### src/rtl/servo_pos_sequencer.sv
// servo_pos_sequencer
//   Generates the l_ctrl/r_ctrl commands for a three-position servo PWM
//   driver running on the same 10 kHz clock. It debounces the two buttons
//   and chooses between manual button control and an automatic
//   C->R->C->L sweep. After every position change it holds the position for
//   a minimum dwell time so the servo can settle.
//
// Ports
//   clk        10 kHz clock
//   rst        asynchronous active-high reset
//   btn_l/r    raw buttons (asynchronous, active-high)
//   auto_en    enables the automatic sweep (synchronous level)
//   l_ctrl     1 selects 0 deg   (pos == LEFT)
//   r_ctrl     1 selects 180 deg (pos == RIGHT)
//   pos        commanded position: 0 LEFT, 1 CENTER, 2 RIGHT
//   busy       dwell in progress; position changes are blocked
//   auto_mode  registered copy of the AUTO mode condition
module servo_pos_sequencer #(
   parameter int FRAME_TICKS  = 200,
   parameter int DWELL_FRAMES = 25,
   parameter int AUTO_FRAMES  = 50,
   parameter int DEB_TICKS    = 100
) (
   input  logic       clk,
   input  logic       rst,
   input  logic       btn_l,
   input  logic       btn_r,
   input  logic       auto_en,
   output logic       l_ctrl,
   output logic       r_ctrl,
   output logic [1:0] pos,
   output logic       busy,
   output logic       auto_mode
);

   localparam logic [1:0]  P_LEFT     = 2'd0;
   localparam logic [1:0]  P_CENTER   = 2'd1;
   localparam logic [1:0]  P_RIGHT    = 2'd2;
   localparam logic [23:0] DWELL_LAST = 24'(DWELL_FRAMES * FRAME_TICKS - 1);
   localparam logic [23:0] AUTO_LAST  = 24'(AUTO_FRAMES * FRAME_TICKS - 1);
   localparam logic [15:0] DEB_N      = 16'(DEB_TICKS);

   // ---------------- debounce: bit 0 = left, bit 1 = right ----------------
   logic [1:0]       btn_raw;
   logic [1:0]       sync1_q, sync2_q, db_q;
   logic [1:0][15:0] deb_cnt_q;

   assign btn_raw = {btn_r, btn_l};

   // A run of disagreement is counted after the synchronizer. The counter
   // must reach DEB_N before the new level is accepted. This gives a db_x
   // change at clock 2+DEB_TICKS for a raw edge that arrives before clock 0.
   always_ff @(posedge clk or posedge rst) begin
      if (rst) begin
         sync1_q   <= '0;
         sync2_q   <= '0;
         db_q      <= '0;
         deb_cnt_q <= '0;
      end else begin
         sync1_q <= btn_raw;
         sync2_q <= sync1_q;
         for (int i = 0; i < 2; i++) begin
            if (sync2_q[i] == db_q[i]) begin
               deb_cnt_q[i] <= '0;
            end else if (deb_cnt_q[i] == DEB_N) begin
               db_q[i]      <= sync2_q[i];
               deb_cnt_q[i] <= '0;
            end else begin
               deb_cnt_q[i] <= deb_cnt_q[i] + 16'd1;
            end
         end
      end
   end

   // ---------------- mode and target selection ----------------
   logic [1:0]  pos_q, pos_d;
   logic        l_ctrl_q, r_ctrl_q, busy_q, dir_q, auto_mode_q;
   logic [23:0] dwell_q, tmr_q;
   logic        auto_c, step;

   assign auto_c = auto_en & ~db_q[0] & ~db_q[1];

   always_comb begin
      pos_d = pos_q;
      if (auto_c) begin
         if (tmr_q == AUTO_LAST)
            pos_d = (pos_q == P_CENTER) ? (dir_q ? P_RIGHT : P_LEFT) : P_CENTER;
      end else begin
         case (db_q)
            2'b01:   pos_d = P_LEFT;
            2'b10:   pos_d = P_RIGHT;
            2'b00:   pos_d = P_CENTER;
            default: pos_d = pos_q;        // both pressed: hold
         endcase
      end
   end

   // Requests made during a dwell are not queued. Whatever target is
   // present on the first non-busy clock is the one that gets applied.
   assign step = ~busy_q & (pos_d != pos_q);

   // ---------------- position, dwell, auto timer ----------------
   always_ff @(posedge clk or posedge rst) begin
      if (rst) begin
         pos_q       <= P_CENTER;
         l_ctrl_q    <= 1'b0;
         r_ctrl_q    <= 1'b0;
         busy_q      <= 1'b0;
         dwell_q     <= '0;
         tmr_q       <= '0;
         dir_q       <= 1'b1;
         auto_mode_q <= 1'b0;
      end else begin
         auto_mode_q <= auto_c;
         if (step) begin
            pos_q    <= pos_d;
            l_ctrl_q <= (pos_d == P_LEFT);
            r_ctrl_q <= (pos_d == P_RIGHT);
            busy_q   <= 1'b1;
            dwell_q  <= '0;
            // Leaving an outer position flips the sweep direction. This
            // also happens on manual moves, so a later sweep continues
            // away from the side it last left.
            if (pos_q != P_CENTER)
               dir_q <= ~dir_q;
         end else if (busy_q) begin
            if (dwell_q == DWELL_LAST)
               busy_q <= 1'b0;
            else
               dwell_q <= dwell_q + 24'd1;
         end
         // The timer is held at 0 in MANUAL mode, so entering AUTO starts a
         // fresh period. The timer saturates at the last count, which makes
         // the step wait until the dwell has finished.
         if (!auto_c || step)
            tmr_q <= '0;
         else if (tmr_q != AUTO_LAST)
            tmr_q <= tmr_q + 24'd1;
      end
   end

   assign pos       = pos_q;
   assign l_ctrl    = l_ctrl_q;
   assign r_ctrl    = r_ctrl_q;
   assign busy      = busy_q;
   assign auto_mode = auto_mode_q;

endmodule

### config.mk
export PLATFORM = sky130hd
export DESIGN_NAME = servo_pos_sequencer
export DESIGN_NICKNAME = d
export VERILOG_FILES = /design/src/rtl/servo_pos_sequencer.sv
export SDC_FILE = /design/constraint.sdc
export NUM_CORES = 1
export LEC_CHECK = 0
export CAP_MARGIN = 10
export CORE_AREA = 5 5 110 112
export CTS_CLUSTER_DIAMETER = 200
export DETAILED_ROUTE_END_ITERATION = 8
export DIE_AREA = 0 0 115 117
export MAX_ROUTING_LAYER = met4
export PLACE_DENSITY = 0.69
export SLEW_MARGIN = 20
export SYNTH_ARGS = -nofsm -noshare
export SYNTH_HDL_FRONTEND = slang
export SYNTH_SLANG_ARGS = --single-unit
### constraint.sdc
create_clock -name clk -period 3 [get_ports clk]
set_clock_uncertainty 0.2 [all_clocks]
set_input_delay 0.45 -clock clk [delete_from_list [all_inputs] [get_ports clk]]
set_output_delay 0.45 -clock clk [all_outputs]
set_load 0.005 [all_outputs]
==> PnR_summary.wiki <==
{| class="wikitable"
! Metric !! Value
|-
| Status || finished clean
|-
| Standard cell core area || ~11000 µm²
|-
| Setup TNS || 0 ns
|-
| Synthesized netlist cell count || 489
|-
| Fraction of registers with async set/reset || 100.0%
|-
| Synthesized-area fraction occupied by ao, oa, aoi and oai cells || 8.529%
|-
| Total of hold buffers inserted after clock tree synthesis || 0
|-
| DR iter-0 viols || 188
|-
| YS warnings || 0
|-
| Routed len/inst || 14.38 µm
|-
| Post-Syn Area || around 4900 µm²
|-
| Count of buffers added by post-CTS timing repair for setup || 0
|-
| H-tree depth || 3
|-
| Maximum Capacitance Violations || 0
|-
| Initial Utilization || around 44%
|-
| Main combinational cell family by area after synthesis || simple AND/OR/NAND/NOR gates
|-
| Grt ovf || 0
|-
| Maximum number of pins on one net before global-route repair || 47
|-
| Number of antenna repair diodes || 0
|-
| Fin. max-slew vios || 0
|-
| Number of antenna violations at the first check in global routing || 0
|-
| Max FO, Critical Path || 11
|-
| Clk pin slew, worst setup/hold paths || roughly 0.070 ns
|-
| Post-synthesis share of cell area spent on xor and xnor gates || about an eighth
|-
| CTS buffer count || 9
|-
| Global-route wire length before repair || around 17000 µm
|-
| Post-layout power || 0.002556 W
|-
| Clock latency of the later-clocked register in the worst-skew pair || about 0.35 ns
|-
| Crit share post-route || between 90% and 100%
|-
| Vias per cell || 5.564
|-
| Number of nets produced by synthesis || 500
|-
| Simple-gate share of the synthesized area || 25.02%
|-
| Die height || approximately 120 µm
|-
| Clock sink total || between 90 and 100
|-
| Cell Rows || 39
|-
| Leakage Power || 2.237 nW
|-
| Required time reported for the critical path endpoint || 3.05 ns
|-
| Unrepaired setup endpoints after global routing || false
|-
| Worst Setup Start Kind || flip-flop
|-
| Mux cell area share after synthesis || under 10%
|-
| Post-route DRC violation count || 0
|-
| Classification of the worst setup path || reg2reg
|-
| Total via count after detailed routing || between 3000 and 4000
|-
| Highest Clock Rate || around 370 MHz
|-
| CTS Buffer Depth || 2
|-
| Minimum clock period || roughly 2.7 ns
|-
| Number of nets in the final layout || approximately 510
|-
| Normalized max-slew margin || 46.89%
|-
| Count of input and output buffers || 10
|-
| Leading cell types in the layout, fill and taps excluded || sky130_fd_sc_hd__dfrtp_1, sky130_fd_sc_hd__nor2_1, sky130_fd_sc_hd__xor2_1
|-
| WP data arrival || between 2 and 3 ns
|-
| Mapped Avg Cell Area || 9.930 µm²
|-
| Signed area change from the synthesized netlist to the final layout || 11.62%
|-
| Number of global-route vias before repair || between 3000 and 4000
|-
| Clock tree from TritonCTS || yes
|-
| Number of top-level pins || 11
|-
| Total non-filler cell area in the finished layout || around 5400 µm²
|-
| Seq/Total Area, Yosys || a little under half
|-
| Class of the tightest hold or removal check || reg2reg
|-
| Wire length reported by the detailed router || a little over 9000 µm
|-
| Horizontal die dimension || 115 µm
|-
| Post-detailed-route count of antenna-violating nets || 0
|-
| Post-synth EDFFs || 0
|-
| Root Buffer || sky130_fd_sc_hd__clkbuf_16
|-
| Adder and majority gate portion of the synthesized area || between 1.5 and 2%
|-
| Least-Margin Pin Slew || roughly 0.8 ns
|-
| Proportion of layout cells with a drive suffix above 1 || under 10%
|-
| Number of register bits inferred by synthesis || 93
|-
| Setup Slack @ Placement || about 0.23 ns
|-
| Distinct cell type count after synthesis || 54
|-
| Floorplan die area || roughly 13000 µm²
|-
| Global-route total usage across every layer || between 15 and 20%
|-
| Peak VDD IR || ~260 µV
|-
| Quantity of gates resized following cts || 0
|-
| Instance area after placement || around 5000 µm²
|-
| Final GP Congestion || 0.8962
|-
| Primary flip-flop cell chosen by synthesis mapping || sky130_fd_sc_hd__dfrtp_1
|-
| Length of the first detailed-routing pass in iterations || 4
|-
| Category of the worst setup path capture point || flip-flop
|-
| Final count of hold timing violations || 0
|-
| Power density normalized to cell area || around 470 nW/µm²
|-
| Commonest non-fill, non-tap cell in the layout || sky130_fd_sc_hd__dfrtp_1
|-
| Worst setup margin || ~0.28 ns
|-
| Total half-perimeter wirelength after legalization and detailed placement || 6312 µm
|-
| Total of endpoints with negative setup slack in the final report || 0
|}
[area by class of cell]
class                      count  area (µm²)
sequential                    93        2330
tap                          143       178.9
timing repair buffer          20       187.7
clock buffer                   9       225.2
multi-input combinational    364        2356
clock inverter                 7       90.09
fill                        1050        5705
inverter                      13       52.55
[per-stage QoR]
| step | instances | util (%) | hold WS (ns) |
|---|---|---|---|
| detailed placement | 633 | 45.88 | 0.1358 |
| global placement | 633 | 45.88 | 0.1446 |
| finish | 649 | 48.72 | 0.1482 |
| floorplan | 489 | - | 0.1312 |
| global route | 649 | 48.72 | 0.1637 |
| CTS | 649 | 48.72 | 0.1514 |
[power breakdown]
part	switching [W]	leakage, nW	total (W)	internal (W)
logic	0.0000534	0.833	0.0000799	0.0000266
registers	0.0000123	1.25	0.00128	0.00127
clock network	0.000526	0.156	0.00120	0.000671
[state kept, by name, indices dropped and copies added (netlist names)]
| name | count |
|---|---|
| deb_cnt_q | 32 |
| dwell_q | 24 |
| tmr_q | 24 |
| db_q | 2 |
| pos | 2 |
| sync1_q | 2 |
| sync2_q | 2 |
| auto_mode | 1 |
| busy | 1 |
| dir_q | 1 |
| l_ctrl | 1 |
| r_ctrl | 1 |
[per-layer routing]
metal,track usage [%],vias to the layer above,wire length (µm)
met5,-,-,0
met4,7.512,0,182
met3,2.108,14,243
met2,24.54,43,4315
met1,20.50,1775,4594
li1,-,1779,-
[Yosys cell counts (all sizes together) (2+ instances only)]
cell     count  area, µm²
nor2        77      291.5
o21ai       12      60.06
o211ai       4      30.03
nor4        13      81.33
mux2         5      63.81
or3          7      43.79
nand2       28      105.1
xnor2       26      227.7
and3        11      68.82
o32ai        2      25.03
o22ai        2      12.51
and2         9      56.30
o31ai        6      45.04
ha           6      75.07
nand4       23      143.9
and4        11      98.85
nor3        10      50.05
buf         10      77.57
a31oi        2      12.51
clkbuf       9      43.79
or4          9      75.07
nor4bb       2      20.02
a21oi       12      60.06
nor2b        2      12.51
nand3       18      90.09
dfstp        2      52.55
inv         13      48.80
xor2        40      350.3
o2111ai     12      117.6
dfrtp       91       2277
[logic make-up (layout without fill, tap and decap cells)]
group / count (synthesis) / after routing
multiplexers: 6 / 6
adder cells (fa/ha/maj): 6 / 6
AO/OA/AOI/OAI: 57 / 57
AND/OR/NAND/NOR: 229 / 229
buffers and inverters: 32 / 49
XOR/XNOR: 66 / 66
flip-flops: 93 / 93
[critical path, cell delays in order, from the launching register on]
cell and delay (ns):
sky130_fd_sc_hd__dfrtp_1 0.42, sky130_fd_sc_hd__or4b_1 0.56, sky130_fd_sc_hd__or4_1 0.70, sky130_fd_sc_hd__o32ai_2 0.38, sky130_fd_sc_hd__nor2_1 0.10, sky130_fd_sc_hd__o41ai_2 0.27
[worst paths after layout]
path	slack [ns]	end	from	cells past startpoint
max in group asynchronous	1.59	tmr_q[8]$_DFFE_PP0P_	rst	3
worst max-delay path	0.28	l_ctrl$_DFFE_PP0N_	tmr_q[7]$_DFFE_PP0P_	5
worst min-delay path	0.15	sync2_q[0]$_DFF_PP0_	sync1_q[0]$_DFF_PP0_	0
worst max register to register	0.28	l_ctrl$_DFFE_PP0N_	tmr_q[7]$_DFFE_PP0P_	5
min in group asynchronous	0.31	deb_cnt_q[14]$_DFF_PP0_	rst	2
worst min register to register	0.15	sync2_q[0]$_DFF_PP0_	sync1_q[0]$_DFF_PP0_	0
No activity file was read; power rests on OpenSTA's default activity.
